`config.mk`:
```
export PLATFORM = sky130hd
export DESIGN_NAME = conv2_frame_ctrl_flat
export DESIGN_NICKNAME = d
export VERILOG_FILES = /design/src/rtl/conv2_frame_ctrl_if.sv /design/src/rtl/conv2_frame_ctrl.sv /design/src/flat_wrapper.sv
export SDC_FILE = /design/constraint.sdc
export NUM_CORES = 1
export LEC_CHECK = 0
export ABC_AREA = 0
export CAP_MARGIN = 20
export CORE_ASPECT_RATIO = 1.1
export CORE_UTILIZATION = 35
export CTS_CLUSTER_SIZE = 28
export DETAILED_ROUTE_END_ITERATION = 12
export PLACE_DENSITY = 0.63
export SLEW_MARGIN = 20
export SYNTH_ARGS = -nofsm -noshare
export SYNTH_HDL_FRONTEND = slang
export SYNTH_SLANG_ARGS = --single-unit
```
`constraint.sdc`:
```
create_clock -name clk -period 1.45 [get_ports clk]
set_input_delay 0.29 -clock clk [delete_from_list [all_inputs] [get_ports clk]]
set_output_delay 0.29 -clock clk [all_outputs]
set_load 0.05 [all_outputs]
```
`src/rtl/conv2_frame_ctrl_if.sv`:
```
`default_nettype none
// +--------------------------------------------------------------------------+
// | conv2_frame_ctrl_if : frame-control handshake bundle for conv2_frame_ctrl |
// | rev 1.0                                                                   |
// +--------------------------------------------------------------------------+
interface conv2_frame_ctrl_if;
  logic       start;
  logic       in_valid;
  logic       busy;
  logic       out_valid;
  logic [2:0] out_row;
  logic [2:0] out_col;
  logic       frame_done;
  logic       err;

  modport master (
    output start, in_valid,
    input  busy, out_valid, out_row, out_col, frame_done, err
  );

  modport slave (
    input  start, in_valid,
    output busy, out_valid, out_row, out_col, frame_done, err
  );
endinterface
`default_nettype wire

```
`src/rtl/conv2_frame_ctrl.sv`:
```
`default_nettype none
// +--------------------------------------------------------------------------+
// | conv2_frame_ctrl : frame sequencer and window-valid tracker for conv2     |
// | rev 1.0                                                                   |
// +--------------------------------------------------------------------------+
module conv2_frame_ctrl #(
  parameter int IMG_W    = 12,
  parameter int IMG_H    = 12,
  parameter int K        = 5,
  parameter int CALC_LAT = 2
) (
  input  wire logic         clk,
  input  wire logic         rst,
  conv2_frame_ctrl_if.slave bus
);

  localparam int OW      = IMG_W - K + 1;
  localparam int OH      = IMG_H - K + 1;
  localparam int COL_W   = $clog2(IMG_W);
  localparam int ROW_W   = $clog2(IMG_H);
  localparam int CNT_W   = $clog2(OW * OH + 1);
  localparam int DRAIN_W = $clog2(CALC_LAT + 1);

  typedef enum logic [2:0] {
    S_IDLE  = 3'd0,
    S_FILL  = 3'd1,
    S_RUN   = 3'd2,
    S_DRAIN = 3'd3,
    S_DONE  = 3'd4
  } state_t;

  state_t              r_state;
  logic [COL_W-1:0]    r_col;
  logic [ROW_W-1:0]    r_row;
  logic [2:0]          r_orow;
  logic [2:0]          r_ocol;
  logic [CNT_W-1:0]    r_vcnt;
  logic [DRAIN_W-1:0]  r_drain;
  logic [CALC_LAT-1:0] r_pipe;
  logic                r_busy;
  logic                r_done;
  logic                r_err;
  logic [2:0]          r_out_row;
  logic [2:0]          r_out_col;

  logic w_accept;
  logic w_col_last;
  logic w_row_last;
  logic w_push;
  logic w_next_valid;

  assign w_accept   = bus.in_valid && ((r_state == S_FILL) || (r_state == S_RUN));
  assign w_col_last = (r_col == COL_W'(IMG_W - 1));
  assign w_row_last = (r_row == ROW_W'(IMG_H - 1));
  assign w_push     = w_accept && (int'(r_row) >= K - 1) && (int'(r_col) >= K - 1);

  // w_next_valid is the pipe stage that becomes out_valid on the next edge,
  // so the displayed index is loaded in step with out_valid rising.
  generate
    if (CALC_LAT == 1) begin : g_lat_one
      assign w_next_valid = w_push;
      always_ff @(posedge clk or posedge rst) begin
        if (rst) r_pipe <= '0;
        else     r_pipe <= w_push;
      end
    end else begin : g_lat_multi
      assign w_next_valid = r_pipe[CALC_LAT-2];
      always_ff @(posedge clk or posedge rst) begin
        if (rst) r_pipe <= '0;
        else     r_pipe <= {r_pipe[CALC_LAT-2:0], w_push};
      end
    end
  endgenerate

  always_ff @(posedge clk or posedge rst) begin
    if (rst) begin
      r_state   <= S_IDLE;
      r_col     <= '0;
      r_row     <= '0;
      r_orow    <= '0;
      r_ocol    <= '0;
      r_vcnt    <= '0;
      r_drain   <= '0;
      r_busy    <= 1'b0;
      r_done    <= 1'b0;
      r_err     <= 1'b0;
      r_out_row <= '0;
      r_out_col <= '0;
    end else begin
      r_done <= 1'b0;

      if (w_accept) begin
        if (w_col_last) begin
          r_col <= '0;
          r_row <= w_row_last ? '0 : r_row + ROW_W'(1);
        end else begin
          r_col <= r_col + COL_W'(1);
        end
      end

      if (w_next_valid) begin
        r_out_row <= r_orow;
        r_out_col <= r_ocol;
        if (r_ocol == 3'(OW - 1)) begin
          r_ocol <= '0;
          r_orow <= r_orow + 3'd1;
        end else begin
          r_ocol <= r_ocol + 3'd1;
        end
      end

      if (r_pipe[CALC_LAT-1]) r_vcnt <= r_vcnt + CNT_W'(1);

      case (r_state)
        S_IDLE: begin
          if (bus.start) begin
            // A pixel arriving with start is dropped but still flagged.
            r_state <= S_FILL;
            r_busy  <= 1'b1;
            r_err   <= bus.in_valid;
            r_row   <= '0;
            r_col   <= '0;
            r_orow  <= '0;
            r_ocol  <= '0;
            r_vcnt  <= '0;
          end else if (bus.in_valid) begin
            r_err <= 1'b1;
          end
        end
        S_FILL: begin
          if (w_accept && (r_row == ROW_W'(K - 1)) && (r_col == COL_W'(K - 1)))
            r_state <= S_RUN;
        end
        S_RUN: begin
          if (w_accept && w_row_last && w_col_last) begin
            r_state <= S_DRAIN;
            r_drain <= '0;
          end
        end
        S_DRAIN: begin
          if (bus.in_valid) r_err <= 1'b1;
          if (r_drain == DRAIN_W'(CALC_LAT - 1)) begin
            r_state <= S_DONE;
            r_done  <= 1'b1;
            // The final result of the frame is still on out_valid this cycle.
            if ((r_vcnt + CNT_W'(r_pipe[CALC_LAT-1])) != CNT_W'(OW * OH))
              r_err <= 1'b1;
          end else begin
            r_drain <= r_drain + DRAIN_W'(1);
          end
        end
        S_DONE: begin
          if (bus.in_valid) r_err <= 1'b1;
          r_state <= S_IDLE;
          r_busy  <= 1'b0;
        end
        default: begin
          r_state <= S_IDLE;
          r_busy  <= 1'b0;
        end
      endcase
    end
  end

  assign bus.busy       = r_busy;
  assign bus.out_valid  = r_pipe[CALC_LAT-1];
  assign bus.out_row    = r_out_row;
  assign bus.out_col    = r_out_col;
  assign bus.frame_done = r_done;
  assign bus.err        = r_err;

endmodule
`default_nettype wire

```
`src/flat_wrapper.sv`:
```
// flat-port wrapper written by rule: the top's interface ports become plain ports
module conv2_frame_ctrl_flat 
#(
  parameter int IMG_W    = 12,
  parameter int IMG_H    = 12,
  parameter int K        = 5,
  parameter int CALC_LAT = 2
)
  (clk, rst, bus_start, bus_in_valid, bus_busy, bus_out_valid, bus_out_row, bus_out_col, bus_frame_done, bus_err);
  conv2_frame_ctrl_if bus_i ();
  input  wire logic clk;
  input  wire logic rst;
  input wire logic [$bits(bus_i.start)-1:0] bus_start;
  input wire logic [$bits(bus_i.in_valid)-1:0] bus_in_valid;
  output wire logic [$bits(bus_i.busy)-1:0] bus_busy;
  output wire logic [$bits(bus_i.out_valid)-1:0] bus_out_valid;
  output wire logic [$bits(bus_i.out_row)-1:0] bus_out_row;
  output wire logic [$bits(bus_i.out_col)-1:0] bus_out_col;
  output wire logic [$bits(bus_i.frame_done)-1:0] bus_frame_done;
  output wire logic [$bits(bus_i.err)-1:0] bus_err;
  assign bus_i.start = bus_start;
  assign bus_i.in_valid = bus_in_valid;
  assign bus_busy = bus_i.busy;
  assign bus_out_valid = bus_i.out_valid;
  assign bus_out_row = bus_i.out_row;
  assign bus_out_col = bus_i.out_col;
  assign bus_frame_done = bus_i.frame_done;
  assign bus_err = bus_i.err;
  conv2_frame_ctrl #(.IMG_W(IMG_W), .IMG_H(IMG_H), .K(K), .CALC_LAT(CALC_LAT)) u_core (.clk(clk), .rst(rst), .bus(bus_i));
endmodule
```
# Word-level counts from Yosys, hierarchy flattened
# Cells that the tools add are included.
# op_classes
addsub,7
multipliers,0
n_div,0
n_lt_le_gt_ge,2
eq_ne,16
shifts,0
n_mux,37
n_bitwise,1
n_reduce_logical,15
# ops
operator,count
3-bit 2-to-1 mux,12
4-bit 2-to-1 mux,9
7-bit 2-to-1 mux,3
3-bit case mux with 4 select lines,1
"4-bit by 1-bit adder with 4-bit output, second input constant",2
"4-bit by 3-bit == test with 1-bit output, second input constant",2
"4-bit == test, second input constant",2
"4-bit by 3-bit >= comparator with 1-bit output, second input constant",2
"2-bit inequality test, second input constant",4
7-bit by 1-bit adder with 7-bit output,1
"7-bit by 1-bit adder with 7-bit output, second input constant",1
1-bit logical AND,7
1-bit 2-to-1 mux,7
"7-bit inequality test, second input constant",1
"3-bit by 1-bit adder with 3-bit output, second input constant",2
"3-bit by 2-bit == test with 1-bit output, second input constant",2
"3-bit == test, second input constant",2
2-bit 2-to-1 mux,2
2-bit case mux with 2 select lines,1
4-bit AND reduction,1
"3-bit by 1-bit == test with 1-bit output, second input constant",1
3-bit logical NOT,1
1-bit case mux with 3 select lines,1
3-bit AND reduction,1
10 further kinds,10
# word_totals
register_bits,37
latchBits,0
ramBits,0
rom_bits,0
word_cells,91
mem_count,0

# Logic depth before layout (Yosys ltp)
# Gate-level depths: netlist of the first run.
# depth
word_depth,7
mapped_depth,6

# Least setup slack after synthesis of the first run
# Ideal clock, no wire load.
# synth_timing
path_kind,reg-to-reg
from,register u_core.r_pipe[1]
to,"register u_core.r_err, in the netlist u_core.bus.err"
setup_ns,0.136
arrival_time_ns,1.529
t_required_ns,1.314
setup_slack_ns,-0.214
stages_incl_launch_ff,5
n_path_buf,0
synth_period_minus_slack_ns,1.664
path_cell_list,dfrtp_1 -> ha_1 -> ha_1 -> o31ai_1 -> o211ai_1
# synth_between
elab_chain_len,5
# synth_lines
item,line_no,text
from (decl),conv2_frame_ctrl.sv:39,logic [CALC_LAT-1:0] r_pipe;
from (signal assigned),conv2_frame_ctrl.sv:70,"else r_pipe <= {r_pipe[CALC_LAT-2:0], w_push};"
7-bit by 1-bit adder with 7-bit output,conv2_frame_ctrl.sv:146,if ((r_vcnt + CNT_W'(r_pipe[CALC_LAT-1])) != CNT_W'(OW * OH))
7-bit inequality test,conv2_frame_ctrl.sv:146,
1-bit 2-to-1 mux,conv2_frame_ctrl.sv:146,
1-bit 2-to-1 mux,conv2_frame_ctrl.sv:142,if (r_drain == DRAIN_W'(CALC_LAT - 1)) begin
1-bit case mux with 3 select lines,conv2_frame_ctrl.sv:114,case (r_state)
to (signal assigned),conv2_frame_ctrl.sv:120,r_err <= bus.in_valid;
to (decl),conv2_frame_ctrl.sv:42,logic r_err;
# Every way passes these cells.
# A chain may end at the register's enable or synchronous reset.

# Worst setup path in the final report of the first run
# layout_timing
from,register u_core.r_col[1]
to,register u_core.r_row[3]
# layout_between
elab_chain_len,5
# layout_lines
item,line_no,text
from (decl),conv2_frame_ctrl.sv:33,logic [COL_W-1:0] r_col;
from (signal assigned),conv2_frame_ctrl.sv:97,r_col <= r_col + COL_W'(1);
4-bit == test (*),conv2_frame_ctrl.sv:53,assign w_col_last = (r_col == COL_W'(IMG_W - 1));
4-bit 2-to-1 mux (*),conv2_frame_ctrl.sv:93,if (w_col_last) begin
4-bit 2-to-1 mux (*),conv2_frame_ctrl.sv:92,if (w_accept) begin
4-bit 2-to-1 mux,conv2_frame_ctrl.sv:116,if (bus.start) begin
4-bit 2-to-1 mux (*),conv2_frame_ctrl.sv:114,
to (signal assigned),conv2_frame_ctrl.sv:95,r_row <= w_row_last ? '0 : r_row + ROW_W'(1);
to (decl),conv2_frame_ctrl.sv:34,logic [ROW_W-1:0] r_row;
# Every way passes the cells marked *; elsewhere a longest branch is shown, timed or not.

==> run metrics, run 1 <==
antenna violations before repair=0; Clock Skew=between 3 and 4 ps; hold_ws=~350 ps; chip width=71.5 um; CTS H-Tree Depth=2; Synth Net Count=~190; total gr overflow=0; synthesized-area fraction occupied by adder cells=0.0740; DRT Wirelength=3.68 mm; clock latency at the later pin of the worst-skew pair=slightly below 300 ps; Final min period=between 1000 and 1500 ps; # rows=27; Port-buffer cells=13; Post-Syn Instances=about 180; critical path peak fanout=4; Flop pwr share=0.432; simple-gate share of the synthesized area=0.194; FF+latch area=roughly 930 sq um; Post-synth EDFFs=0; area occupied by multi-input gates=about 950 sq um; post-cts hold buffer count=0; Worst path max stage delay=roughly 380 ps; CP startpoint kind=flop; first-pass GRT wire length=around 6.3 mm; DP Worst Slack=-230 ps; # clock sinks=37; setup violators final=0; DR WL/cell=roughly 13 um; Area Growth Syn to Fin=38.1%; Comb pwr share=0.259; Max VDD drop=between 400 and 500 uV; Detailed Place HPWL=between 2 and 3 mm; CTS root buf=clkbuf_8; die span in y=78.5 um; CTS Buffer Depth=2; Vias=1,453; Total GRT Usage=0.147; final worst-path cycle share=0.965; Placer Congestion=0.793; Inserted Diodes=0; Post-synth ARST share=1.00; die area=roughly 5600 sq um; main combinational cell family by area after synthesis=simple AND/OR/NAND/NOR gates; Unique masters post-synth=38; Cells after DPL=270; vias in the first global route=1,441; run status=finished, final reports clean; sequential share of the synthesized area=0.498; DRC=0; FF+latch count, synth=37; Worst Setup End Kind=flop; Post-Synth XOR/XNOR Area=0.0323; prevailing post-synth register cell=dfrtp_1; internal power=about 2100 uW; Setup CP Type=reg -> reg; critical path data arrival time=approximately 1600 ps; CTS buffer count=5; IO Count=14; critical path's top delay family=simple AND/OR/NAND/NOR gates; LEAKAGE=about 0.0012 uW; clock slew at reported path FFs=around 80 ps; first drt pass iteration count=6; share of cells above drive strength 1=0.335; starting density of the core=0.367; Sw Ratio=0.293; CTS tree=yes; Reg2Reg Depth=5; CP bufs+invs=0; RSZ-0062 raised after global routing=true; most frequent cells in the layout=dfrtp_1 (34), buf_4 (28), nor2_1 (20); largest net degree at the start of global routing=27; max-slew violation count=0; core area=slightly above 5000 sq um; post-synthesis cell area=between 1500 and 2000 sq um; starting DRC count in detailed routing=66; Final nets=roughly 240; Worst EP required=between 1500 and 2000 ps; Worst Hold Class=in -> async; final setup margin=about 50 ps; critical path depth in cells=5; P per Cell Area=about 1200 nW/um^2; Synth Area in Compound Gates=0.102; Avg Inst Size Synth=around 11 sq um; Max Cap Violations=0; post-synthesis mux area share=0.0740; fillcell total=~450; clock share of power=0.309; PnR Total Power=slightly below 3000 uW; final hold viol count=0; crit-path cells=ha_2, and3b_2, nand3_2, or3_1, a21oi_1; Psw=869 uW; post-route ant nets=0; vias per inst=just over 5; commonest non-fill, non-tap cell in the layout=dfrtp_1; CP max-delay cell=dfrtp_1; relative slew slack=0.835; achievable frequency=between 0.7 and 0.8 GHz; non-filler cells, final=approximately 280; Fin Setup TNS=0 ps; YS warnings=0; worst slew pin tran=between 200 and 250 ps
## cell usage after synthesis (all sizes together), types with 2 or more instances
| master | instances | area, sq um |
|---|---|---|
| dfrtp | 37 | 926 |
| nor2 | 21 | 78.8 |
| nand2 | 13 | 48.8 |
| ha | 11 | 138 |
| nand3 | 9 | 50.1 |
| a21oi | 8 | 40.0 |
| inv | 8 | 30.0 |
| mux2i | 7 | 70.1 |
| mux2 | 6 | 67.6 |
| o21ai | 6 | 30.0 |
| or3 | 6 | 37.5 |
| xor2 | 6 | 60.1 |
| nand2b | 4 | 25.0 |
| nand4 | 4 | 25.0 |
| a22o | 3 | 26.3 |
| nor3 | 3 | 20.0 |
| a31oi | 2 | 12.5 |
| and3b | 2 | 17.5 |
| and4b | 2 | 20.0 |
| buf | 2 | 12.5 |
| clkbuf | 2 | 7.51 |
| nor4b | 2 | 17.5 |
| o31ai | 2 | 15.0 |
## per-layer routing
layer  vias to the layer above  routed length (um)  global-route usage
met2                        20                1780               0.244
met4                         0                 100              0.0765
met1                       702                1680               0.171
li1                        723                   -                   -
met5                         -                   0                   0
met3                         8                 124              0.0436
## stage by stage
stage               cell area, sq um   util
finish                          2570  0.507
global route                    2570  0.507
CTS                             2500  0.493
detailed placement              2380  0.470
global placement                2380  0.470
floorplan                       1890      -
## state kept, by name, summed over array words and instances, names as in the netlist
register               count
u_core.bus.busy            1
u_core.bus.err             1
u_core.bus.frame_done      1
u_core.bus.out_col         3
u_core.bus.out_row         3
u_core.r_col               4
u_core.r_drain             2
u_core.r_ocol              3
u_core.r_orow              3
u_core.r_pipe              2
u_core.r_row               4
u_core.r_state             3
u_core.r_vcnt              7
## area by class of cell
type	count	share of cell area
Sequential cell	37	0.362
Timing Repair Buffer	43	0.184
Inverter	8	0.0117
Multi-Input combinational cell	128	0.370
Tap cell	58	0.0283
Clock inverter	3	0.0180
Clock buffer	5	0.0268
## cell families (layout without fill, tap and decap cells)
group	Yosys count	count (layout)
buf+inv	12	59
fa+ha+maj	11	11
mux	13	13
simple gates	69	69
flops	37	37
compound gates	29	29
xor+xnor	6	6
## power by group through the flow
stage          combinational [uW]  clock [uW]  sequential [uW]
3_5_place_dp                  702           0             1300
6_report                      766         915             1280
5_1_grt                       856         993             1300
2_1_floorplan                 343           0             1340
4_1_cts                       705         951             1280
3_3_place_gp                  680           0             1300
## final timing paths
path / startpoint / end / slack, ps
setup reg to reg: u_core.r_col[1]$_DFF_PP0_ / u_core.r_row[3]$_DFF_PP0_ / 50
hold reg to reg: u_core.r_state[2]$_DFFE_PP0P_ / u_core.r_state[1]$_DFFE_PP0P_ / 510
setup / recovery: u_core.r_col[1]$_DFF_PP0_ / u_core.r_row[3]$_DFF_PP0_ / 50
min in group clk: u_core.r_state[2]$_DFFE_PP0P_ / u_core.r_state[1]$_DFFE_PP0P_ / 510
max in group asynchronous: rst / u_core.r_state[1]$_DFFE_PP0P_ / 930
hold / removal: rst / u_core.r_orow[0]$_DFF_PP0_ / 350
## worst min-delay path: cells and delay by family
| family | cells | cell delay [ps] |
|---|---|---|
| buffers and inverters | 3 | 700 |
## repair_timing
action / in CTS / in global routing
endpoints found under the setup margin: 2 / 9
setup buffers: 0 / 4
pin swaps: 0 / 9
gates resized for setup: 2 / 12
endpoints found under the hold margin: 0 / 0
(Power assumes the default switching activity.)
==> run 2, diff against run 1 <==
CORE_MARGIN = 3   (was unset)
SKIP_CTS_REPAIR_TIMING = 1   (was unset)
clock period = 1.2 ns   (was 1.45 ns; I/O delays follow)
==> run metrics, run 2 (synthesized netlist as in run 1, its figures left out) <==
final setup margin=-264 ps; Setup CP Type=reg -> reg; Reg2Reg Depth=5; Sw Ratio=0.304; first drt pass iteration count=4; worst reg2reg setup slack=-260 ps; share of cells above drive strength 1=0.471; DRT Wirelength=approximately 4.2 mm; CTS buffer count=5; vias per inst=around 5.2; clock share of power=0.262; CP max-delay cell=dfrtp_1; commonest non-fill, non-tap cell in the layout=buf_4; DR WL/cell=around 14 um; Final nets=254; CP startpoint kind=flop; critical path peak fanout=4; Placer Congestion=0.868; starting density of the core=0.367; Max Cap Violations=0; die area=between 6000 and 7000 sq um; crit-path cells=ha_2, and3b_2, nand3_4, or3_1, a21oi_2; clock slew at reported path FFs=80 ps; Area Growth Syn to Fin=54.9%; worst flop-to-flop path endpoint=u_core.r_row[3]$_DFF_PP0_; Vias=between 1,500 and 2,000; Port-buffer cells=13; Worst path max stage delay=slightly above 400 ps; internal power=between 2000 and 2500 uW; relative slew slack=0.800; largest net degree at the start of global routing=38; IO Count=14; most frequent cells in the layout=buf_4 (35), dfrtp_1 (33), nand2_1 (12), nor2_1 (12), buf_12 (12); r2r startpoint=u_core.r_col[0]$_DFF_PP0_; hold_ws=around 290 ps; Flop pwr share=0.440; Top Registers=u_core.r_vcnt (7), u_core.r_col (4), u_core.r_row (4); final hold viol count=0; setup violators final=28; # rows=27; Max VDD drop=between 700 and 800 uV; LEAKAGE=0.00129 uW; Largest Register=u_core.r_vcnt; Worst EP required=between 1000 and 1500 ps; starting DRC count in detailed routing=57; P per Cell Area=between 1000 and 1500 nW/um^2; antenna violations before repair=0; first-pass GRT wire length=~6.7 mm; final core utilization=0.569; Inserted Diodes=0; Worst Setup End Kind=flop; max reg flops=7; CTS tree=yes; CTS H-Tree Depth=2; run status=complete, but fails checks; CTS root buf=clkbuf_8; die span in y=82.5 um; Total GRT Usage=0.142; total gr overflow=0; failing checks=setup timing; Worst Hold Class=in -> async; Comb pwr share=0.298; clock latency at the later pin of the worst-skew pair=290 ps; CTS Buffer Depth=2; vias in the first global route=around 1,500; worst slew pin tran=approximately 300 ps; post-route ant nets=0; Final min period=~1500 ps; # clock sinks=37; Psw=between 1000 and 1500 uW; chip width=between 70 and 80 um; critical path data arrival time=about 1700 ps; RSZ-0062 raised after global routing=true; achievable frequency=slightly below 0.7 GHz; Clock Skew=5.76 ps; core area=about 5100 sq um; final worst-path cycle share=1.22; DRC=0; Fin Setup TNS=-3470 ps; max-slew violation count=0; Detailed Place HPWL=approximately 2.8 mm
run 2: cell count changes in the layout (fill, tap and decap cells not counted), moves of 3 or more:
cell / previous run / this run
a21oi_1: 8 / 5
a21oi_2: 0 / 3
buf_4: 28 / 35
buf_6: 1 / 9
nor2_1: 20 / 12
nor2_2: 1 / 6
nor2_4: 0 / 3
run 2: worst max-delay path by stage:
stage / slack, ps / start / end
after floorplan: -200 / u_core.r_state[1]$_DFFE_PP0P_ / u_core.r_col[3]$_DFF_PP0_
after global placement: -390 / bus_start / u_core.r_col[3]$_DFF_PP0_
after detailed placement: -410 / bus_start / u_core.r_col[3]$_DFF_PP0_
after CTS: -260 / u_core.r_col[0]$_DFF_PP0_ / u_core.r_row[0]$_DFF_PP0_
after global routing: -320 / u_core.r_col[1]$_DFF_PP0_ / u_core.r_row[3]$_DFF_PP0_
final: -260 / u_core.r_col[0]$_DFF_PP0_ / u_core.r_row[3]$_DFF_PP0_
run 2: power groups by stage:
stage	sequential, uW	combinational (uW)	clock, uW
2_1_floorplan	1620	427	0
3_3_place_gp	1560	923	0
3_5_place_dp	1570	948	0
4_1_cts	1550	950	968
5_1_grt	1570	1170	1020
6_report	1550	1050	924
run 2: worst max-delay path: cells and delay by family (launching register included):
kind	cells	cell delay (ps)
AO/OA/AOI/OAI	1	120
flip-flops	1	410
adder cells (fa/ha/maj)	1	200
AND/OR/NAND/NOR	3	670
run 2: stage by stage:
stage	instances	total power [uW]	area [sq um]	setup WS (ps)
finish	298	3530	2880	-264
global route	298	3750	2880	-317
CTS	292	3460	2620	-256
detailed placement	284	2520	2530	-408
global placement	284	2480	2530	-389
floorplan	177	2050	1940	-196
run 2: cell type report:
type | count | area [sq um]
flip-flops and latches | 37 | 931
clock inverters | 2 | 13.8
clock buffers | 6 | 82.6
inverters | 8 | 30.0
well taps | 58 | 72.6
fillers | 422 | 2190
repair buffers | 59 | 634
multi-input cells | 128 | 1120
run 2: per-layer routing:
metal / track usage / up-vias / wire (um)
met1: 0.161 / 777 / 1730
met5: 0 / - / 0
met3: 0.0400 / 9 / 103
met2: 0.244 / 22 / 2240
li1: - / 747 / -
met4: 0.0664 / 0 / 89
==> run 3, diff against run 2 <==
CTS_CLUSTER_DIAMETER = 30   (was unset)
==> results of run 3 <==
The final DEF is identical to that of run 2; final timing and power are the same.
